## config.mk

```make
export PLATFORM = sky130hd
export DESIGN_NAME = bcd_scan_counter
export DESIGN_NICKNAME = d
export VERILOG_FILES = /design/src/rtl/bcd_pkg.sv /design/src/rtl/bcd_digit.sv /design/src/rtl/bcd_scan_counter.sv
export SDC_FILE = /design/constraint.sdc
export NUM_CORES = 1
export LEC_CHECK = 0
export ABC_CLOCK_PERIOD_IN_PS = 4850
export BUFFER_PORTS_ARGS = -buffer_cell sky130_fd_sc_hd__buf_2
export CORE_MARGIN = 1.5
export CORE_UTILIZATION = 40
export CTS_BUF_LIST = sky130_fd_sc_hd__clkbuf_8
export DETAILED_ROUTE_END_ITERATION = 12
export GPL_ROUTABILITY_DRIVEN = 0
export GPL_TIMING_DRIVEN = 0
export PLACE_DENSITY_LB_ADDON = 0.3
export SLEW_MARGIN = 15
export SYNTH_ARGS = -nofsm -noshare
export SYNTH_HDL_FRONTEND = slang
export SYNTH_SLANG_ARGS = --single-unit
```

## constraint.sdc

```tcl
create_clock -name clk -period 4.85 [get_ports clk]
set_clock_uncertainty 0.2 [all_clocks]
set_input_delay 0.485 -clock clk [delete_from_list [all_inputs] [get_ports clk]]
set_output_delay 0.485 -clock clk [all_outputs]
set_load 0.03 [all_outputs]
```

## src/rtl/bcd_pkg.sv

```systemverilog
// Shared BCD types, digit limits and the load clamp used by the scan counter.
package bcd_pkg;

  localparam logic [3:0] BCD_MAX = 4'd9;
  localparam logic [3:0] BCD_MIN = 4'd0;

  typedef logic [3:0] bcd_t;

  // Any nibble outside the decimal range is forced to 9 so the counter never
  // holds a non-BCD code.
  function automatic bcd_t bcd_clamp(input bcd_t d);
    return (d > BCD_MAX) ? BCD_MAX : d;
  endfunction

endpackage

```

## src/rtl/bcd_digit.sv

```systemverilog
// One BCD digit of the counter: nibble register with load, increment and
// decrement, plus carry/borrow links to the neighbouring digits.
module bcd_digit
  import bcd_pkg::*;
(
  input  logic clk,
  input  logic rst_n,
  input  logic load,
  input  bcd_t load_val,
  input  logic carry_in,
  input  logic borrow_in,
  output bcd_t digit,
  output logic carry_out,
  output logic borrow_out
);

  // A digit passes the carry/borrow on only when it is itself wrapping, so the
  // whole chain ripples combinationally within one edge.
  always_comb begin
    carry_out  = carry_in  && (digit == BCD_MAX);
    borrow_out = borrow_in && (digit == BCD_MIN);
  end

  // Digit register: load has priority over counting.
  always_ff @(posedge clk or negedge rst_n) begin
    if (!rst_n) begin
      digit <= BCD_MIN;
    end else if (load) begin
      digit <= bcd_clamp(load_val);
    end else if (carry_in) begin
      digit <= (digit == BCD_MAX) ? BCD_MIN : digit + 4'd1;
    end else if (borrow_in) begin
      digit <= (digit == BCD_MIN) ? BCD_MAX : digit - 4'd1;
    end
  end

endmodule

```

## src/rtl/bcd_scan_counter.sv

```systemverilog
// Multi-digit BCD up/down counter with a step prescaler and a time-multiplexed
// digit scanner feeding a BCD-to-7-segment decoder (W,X,Y,Z = bit3..bit0).
module bcd_scan_counter
  import bcd_pkg::*;
#(
  parameter int NUM_DIGITS = 2,
  parameter int PRESCALE   = 4,
  parameter int SCAN_DIV   = 2
) (
  input  logic                    clk,
  input  logic                    rst_n,
  input  logic                    en,
  input  logic                    up_dn,
  input  logic                    load,
  input  logic [4*NUM_DIGITS-1:0] load_val,
  output logic [4*NUM_DIGITS-1:0] count,
  output logic [3:0]              digit_bcd,
  output logic [NUM_DIGITS-1:0]   digit_sel,
  output logic                    wrap
);

  localparam int PSC_W = (PRESCALE   > 1) ? $clog2(PRESCALE)   : 1;
  localparam int DIV_W = (SCAN_DIV   > 1) ? $clog2(SCAN_DIV)   : 1;
  localparam int IDX_W = (NUM_DIGITS > 1) ? $clog2(NUM_DIGITS) : 1;

  logic [PSC_W-1:0]  psc;
  logic [DIV_W-1:0]  scan_div;
  logic [IDX_W-1:0]  scan_idx;
  logic              step;
  logic [NUM_DIGITS:0] carry;
  logic [NUM_DIGITS:0] borrow;
  bcd_t              digits [NUM_DIGITS];

  // A step happens on the prescaler's terminal enabled cycle; load discards it.
  always_comb begin
    step      = en && (psc == PSC_W'(PRESCALE - 1)) && !load;
    carry[0]  = step && up_dn;
    borrow[0] = step && !up_dn;
  end

  // Prescaler: cleared by load, holds while disabled, wraps on each step edge.
  always_ff @(posedge clk or negedge rst_n) begin
    if (!rst_n) begin
      psc <= '0;
    end else if (load) begin
      psc <= '0;
    end else if (en) begin
      psc <= (psc == PSC_W'(PRESCALE - 1)) ? '0 : psc + PSC_W'(1);
    end
  end

  genvar k;
  generate
    for (k = 0; k < NUM_DIGITS; k++) begin : g_digit
      bcd_digit u_digit (
        .clk        (clk),
        .rst_n      (rst_n),
        .load       (load),
        .load_val   (load_val[4*k +: 4]),
        .carry_in   (carry[k]),
        .borrow_in  (borrow[k]),
        .digit      (digits[k]),
        .carry_out  (carry[k+1]),
        .borrow_out (borrow[k+1])
      );
      assign count[4*k +: 4] = digits[k];
    end
  endgenerate

  // Roll-over pulse: a carry/borrow out of the top digit means every digit
  // wrapped; any other edge clears it.
  always_ff @(posedge clk or negedge rst_n) begin
    if (!rst_n) begin
      wrap <= 1'b0;
    end else begin
      wrap <= carry[NUM_DIGITS] || borrow[NUM_DIGITS];
    end
  end

  // Free-running scanner: dwell SCAN_DIV cycles per digit, select kept one-hot.
  always_ff @(posedge clk or negedge rst_n) begin
    if (!rst_n) begin
      scan_div  <= '0;
      scan_idx  <= '0;
      digit_sel <= NUM_DIGITS'(1);
    end else if (scan_div == DIV_W'(SCAN_DIV - 1)) begin
      scan_div <= '0;
      if (scan_idx == IDX_W'(NUM_DIGITS - 1)) begin
        scan_idx  <= '0;
        digit_sel <= NUM_DIGITS'(1);
      end else begin
        scan_idx  <= scan_idx + IDX_W'(1);
        digit_sel <= digit_sel << 1;
      end
    end else begin
      scan_div <= scan_div + DIV_W'(1);
    end
  end

  // Scanned nibble straight from the digit registers, so it tracks count with
  // no extra cycle of delay.
  always_comb begin
    digit_bcd = digits[scan_idx];
  end

endmodule

```

**Yosys cells after proc, flatten, opt, wreduce, memory -nomap -nowiden**

Cells that the tools add are included.

- Register bits: 15
- Output and inout bits: 15

- Add/subtract/negate cells: 7
- Magnitude comparators: 3
- Equal/unequal tests: 3
- Mux-type cells: 21
- Bitwise operators: 1
- Reductions and logical operators: 16

Operators by type and width:

| kind | number |
|---|---|
| $mux 4 | 15 |
| $add 4x1->4 const B | 2 |
| $eq 4x4->1 const B | 2 |
| $gt 4x4->1 const B | 2 |
| $logic_and 1x1->1 | 8 |
| $logic_not 4->1 | 2 |
| $mux 2 | 4 |
| $sub 4x1->4 const B | 2 |
| $reduce_bool 3->1 | 2 |
| $add 1x1->1 const B | 2 |
| $add 2x1->2 const B | 1 |
| $eq 2x2->1 const B | 1 |
| $ge 2x2->1 const B | 1 |
| $logic_not 1->1 | 2 |
| $mux 1 | 2 |
| $not 1->2 | 1 |
| $reduce_bool 2->1 | 1 |
| $logic_or 1x1->1 | 1 |

**Depth between registers and ports, before layout**

- Depth in word-level cells: 8
- Gate-level depth with buffers: 6
- Gate-level depth less buffers: 6

**By module**

Synthesis repeated with hierarchy kept, for this count alone.

- Cells, all modules: 127
- Area total of the unflattened synthesis: 1083.5 um^2

Modules (own cells, without submodules):

| module | instances | cells an instance | area each (um^2) | sequential area each (um^2) |
|---|---|---|---|---|
| bcd_digit | 2 | 50 | 372.9 | 100.1 |
| bcd_scan_counter | 1 | 27 | 337.8 | 176.4 |

**Least setup slack after synthesis**

OpenSTA, ideal clock, no wires.

- Path type: register to register
- Start: register g_digit[0].u_digit.digit[3]
- End: register g_digit[1].u_digit.digit[3]
- Arrival time: 1656 ps
- Data required time: 4577 ps
- Setup slack: 2921 ps
- Stages on the path, launching flop included: 6
- Buffers on the path: 1
- Clock period less this slack: 1929 ps
- Cells stage by stage: dfrtp_1 > buf_2 > and3_1 > o2111ai_1 > or3_1 > a21oi_2

- Cells in the longest elaborated chain, start to end: 4

RTL lines:

| element | RTL line | source |
|---|---|---|
| start: declaration | bcd_digit.sv:12 | `output bcd_t digit,` |
| start signal: assignment | bcd_digit.sv:29 | `digit <= bcd_clamp(load_val);` |
| start signal: assignment | bcd_digit.sv:31 | `digit <= (digit == BCD_MAX) ? BCD_MIN : digit + 4'd1;` |
| start signal: assignment | bcd_digit.sv:33 | `digit <= (digit == BCD_MIN) ? BCD_MAX : digit - 4'd1;` |
| $eq 4x4->1 | bcd_digit.sv:20 | `carry_out = carry_in && (digit == BCD_MAX);` |
| $logic_and 1x1->1 | bcd_digit.sv:20 |  |
| $mux 4 | bcd_digit.sv:30 | `end else if (carry_in) begin` |
| $mux 4 | bcd_digit.sv:28 | `end else if (load) begin` |
| end signal: assignment | bcd_digit.sv:29 |  |
| end signal: assignment | bcd_digit.sv:31 |  |
| end signal: assignment | bcd_digit.sv:33 |  |
| end: declaration | bcd_digit.sv:12 |  |

Several ways; a longest one is shown, not always the timed one.
A chain may end at the register's enable or synchronous reset.

**Final worst setup path**

- Start: register scan_idx
- End: output digit_bcd[3]

- Cells in the longest elaborated chain, start to end: 4

RTL lines:

| element | RTL line | source |
|---|---|---|
| start: declaration | bcd_scan_counter.sv:28 | `logic [IDX_W-1:0] scan_idx;` |
| start signal: assignment | bcd_scan_counter.sv:92 | `scan_idx <= scan_idx + IDX_W'(1);` |
| $not 1->2 (not written as such) | bcd_scan_counter.sv:103 | `digit_bcd = digits[scan_idx];` |
| $mux 4 (not written as such) (3 in a row) | bcd_scan_counter.sv:103 |  |
| end: declaration | bcd_scan_counter.sv:17 | `output logic [3:0] digit_bcd,` |

No other way between the ends. The select of a mux whose other input is x is not followed.

==> results list <==
- Run status: finished clean
- For this configuration, the core starts out at a cell density of 42.12%.
* Setup TNS Final: 0 ps
- Wire length of the first global-routing pass: 3898 um
* Post-Synthesis Mean Instance Area: around 8.5 sq um
- Counting cells, the worst reg-to-reg path comes to 6.
* Warnings, synthesis: 0
* CTS tree: built
- After synthesis, flip-flops and latches occupy 36.09% of the total area.
- Antenna violations before repair: 0
- Endpoint kind of the worst setup timing path: primary output
- Non-Filler Cell Area, Final: 1271 sq um
- Peak Freq: 474.9 MHz
- Data arrival, critical path: 1420 ps
- Fraction of final layout cells with drive strength greater than 1: about a quarter
- Entering global routing, the biggest net connects 16 pins.
- # port buffers: 27
- The setup check on the worst reg-to-reg path leaves a slack of 2820 ps.
- In this run the tightest slew margin relative to its limit is 61.34%.
- In this run the remaining antenna-violating nets after routing total 0.
* Total CTS buffers: 3
- The worst hold path begins at load_val[5].
- Global routing used about 18% of the available tracks across all layers.
- Once the clock tree was built, the resizer swapped 0 gates to a different size.
* Total routed wire length on the met1 layer: 1096 um
* Max-cap violations: 0
- Final worst path period share: 43.41%
- Top_reg_cell synth: dfrtp_1
* CTS sink cnt: 15
- Setup fix buffers added after clock tree synthesis: 0
* Final Hold Vio Count: 0
* Area of the die: 2924 sq um
- After clock tree synthesis, the flow added hold-fix buffers numbering 1.
- Setup repair after global routing missed its margin: no
- Die outline height: 54.08 um
- After floorplanning, the core was divided into 18 placement rows.
- After synthesis, the share of flip-flops with an asynchronous set or reset is 100.0%.
- The number of global-route vias before repair was 923.
* H-tree levels: 1
* Cell count after synthesis: about 120
* Clock latency reported for the late side of the worst-skew pair: around 240 ps
- Floorplan core area: 2477 sq um
* Post-synthesis cell area: 1044 sq um
* Buffer levels on the longest clock path: 2
- Synth unique cells: 38
* Number of top-level pins: 28
* Drt total wl: roughly 2400 um
- Vias per cell: between 5 and 6
- Power spread over the standard cell area amounts to 279.5 nW/um^2.
- In this run, the number of DRC markers left after iteration 0 of detailed routing was 30.
- Max VDD drop: roughly 0.24 mV
- For hold timing, the worst endpoint is g_digit[1].u_digit.digit[1].
- 0 antenna diodes ended up in the layout.
- Length of routed met3 wiring: 122 um
* Period minus WS final: 2106 ps
- The root buffer cell chosen for the clock tree is clkbuf_8.
* Most used cells in the layout excluding fill and tap cells: buf_2 (29), dfrtp_1 (14), nor2_1 (12)
- WP data required: between 4000 and 5000 ps
- Synthesis inferred 15 register bits.
- Summed over all cells, the static leakage comes to 0.5916 nW.
* Startpoint Class: register
* Via count: 1020
- Clock transition at the registers of the reported paths: 60 ps
- Detailed placement ended at an HPWL of 1801 um.
- Number of pins with negative max-slew slack in the final report: 0
- The endpoint identified for the worst register-to-register timing path is g_digit[1].u_digit.digit[3].
* Critical Path Fanout Max: 7
- The most critical setup path has its startpoint at scan_idx.
* Finish-stage setup viols: 0
- Leaving out fill and tap cells, the most frequent cell in the layout is buf_2.
- Worst Setup Path Type: reg -> out
* 1st-pass router iterations: 4
* Area post-placement: 1216 sq um
* Number of flops mapped to enable cells by yosys: 0
- Detailed-routed wire length on met2: 1134 um
- In this run the worst hold path is classified as in -> reg.
- Synthesized netlist net count: between 100 and 150
* Cell Count Post-Placement: between 150 and 200
- After the last flow step, the layout net total stands at 170.
* DIE WIDTH: 54.08 um
* Top sig layer: met4
* Number of cells in the finished layout apart from fillers: 185
- Relative to the synthesized area, the layout overhead comes to 21.82%.
- Slew @ Worst Pin: 579.4 ps
* Worst reg2reg path startpoint: psc[0]
* Drt drc: 0
- Counting instances, the worst hold path has a depth of 3.
- Average wire per standard cell: 12.78 um
- Global route total overflow: 0
## report_power, final
group          switching [mW]  internal [mW]
clock                  0.0438         0.0560
combinational          0.0729         0.0400
sequential            0.00837          0.134
total                   0.125          0.230
## metal layers
| metal | vias up | track usage, % |
|---|---|---|
| met5 | - | 0 |
| met1 | 480 | 23.20 |
| li1 | 506 | - |
| met3 | 2 | 5.000 |
| met2 | 32 | 31.50 |
| met4 | 0 | 3.750 |
## how the worst max path moves through the flow
stage | to | slack (ps) | depth (start not counted)
global placement | g_digit[1].u_digit.digit[1] | 2740 | 6
CTS | digit_bcd[3] | 2730 | 3
global route | g_digit[1].u_digit.digit[1] | 2650 | 6
detailed placement | g_digit[1].u_digit.digit[3] | 2760 | 6
finish | digit_bcd[3] | 2740 | 3
floorplan | g_digit[1].u_digit.digit[3] | 2920 | 5
## final cells by class
cell class                      instances  area (sq um)
Clock buffer                            3         41.29
Inverter                                5         18.77
Sequential cell                        15         376.6
Multi-Input combinational cell         93         608.1
Fill cell                             256          1206
Buffer                                 10         40.04
Timing Repair Buffer                   28         145.1
Clock inverter                          1         3.754
Tap cell                               30         37.54
## synth_stat cells, drive strengths merged, types with 3 or more instances
master	count	share of area [%]
o21ai	8	3.8
nor2b	3	1.8
nor2	12	4.3
clkbuf	7	2.5
mux2i	3	2.9
mux2	5	5.4
nor3	6	2.9
nand2	10	3.6
buf	3	1.3
a21oi	7	3.7
inv	5	1.8
xor2	7	5.9
nor4	4	2.4
dfrtp	14	34
## sequential cells by signal, indices dropped and copies added, names as in the netlist
name / count
digit_sel: 2
g_digit.u_digit.digit: 8
psc: 2
scan_div: 1
scan_idx: 1
wrap: 1
## critical path: stages (launching register included)
cell and delay [ps]:
dfrtp_1 320, clkbuf_1 300, mux2_2 390, buf_2 180
## metrics by stage
stage,setup slack (ps),power [mW],hold slack (ps),utilization (%)
6_report,2744,0.3552,257.2,51.31
4_1_cts,2728,0.3565,258.7,51.31
3_5_place_dp,2761,0.2567,212.5,49.09
2_1_floorplan,2921,0.2242,-10.59,-
5_1_grt,2647,0.3744,277.5,51.31
3_3_place_gp,2743,0.2549,207.8,49.09
## logic make-up (layout without fill, tap and decap cells)
| logic type | Yosys count | in the layout | synth area share [%] |
|---|---|---|---|
| compound gates | 30 | 30 | 19.31 |
| fa+ha+maj | 1 | 1 | 1.199 |
| mux | 8 | 8 | 8.273 |
| simple gates | 45 | 45 | 21.94 |
| xor+xnor | 9 | 9 | 7.554 |
| buf+inv | 15 | 47 | 5.636 |
| flops | 15 | 15 | 36.09 |
(Power assumes the default switching activity.)
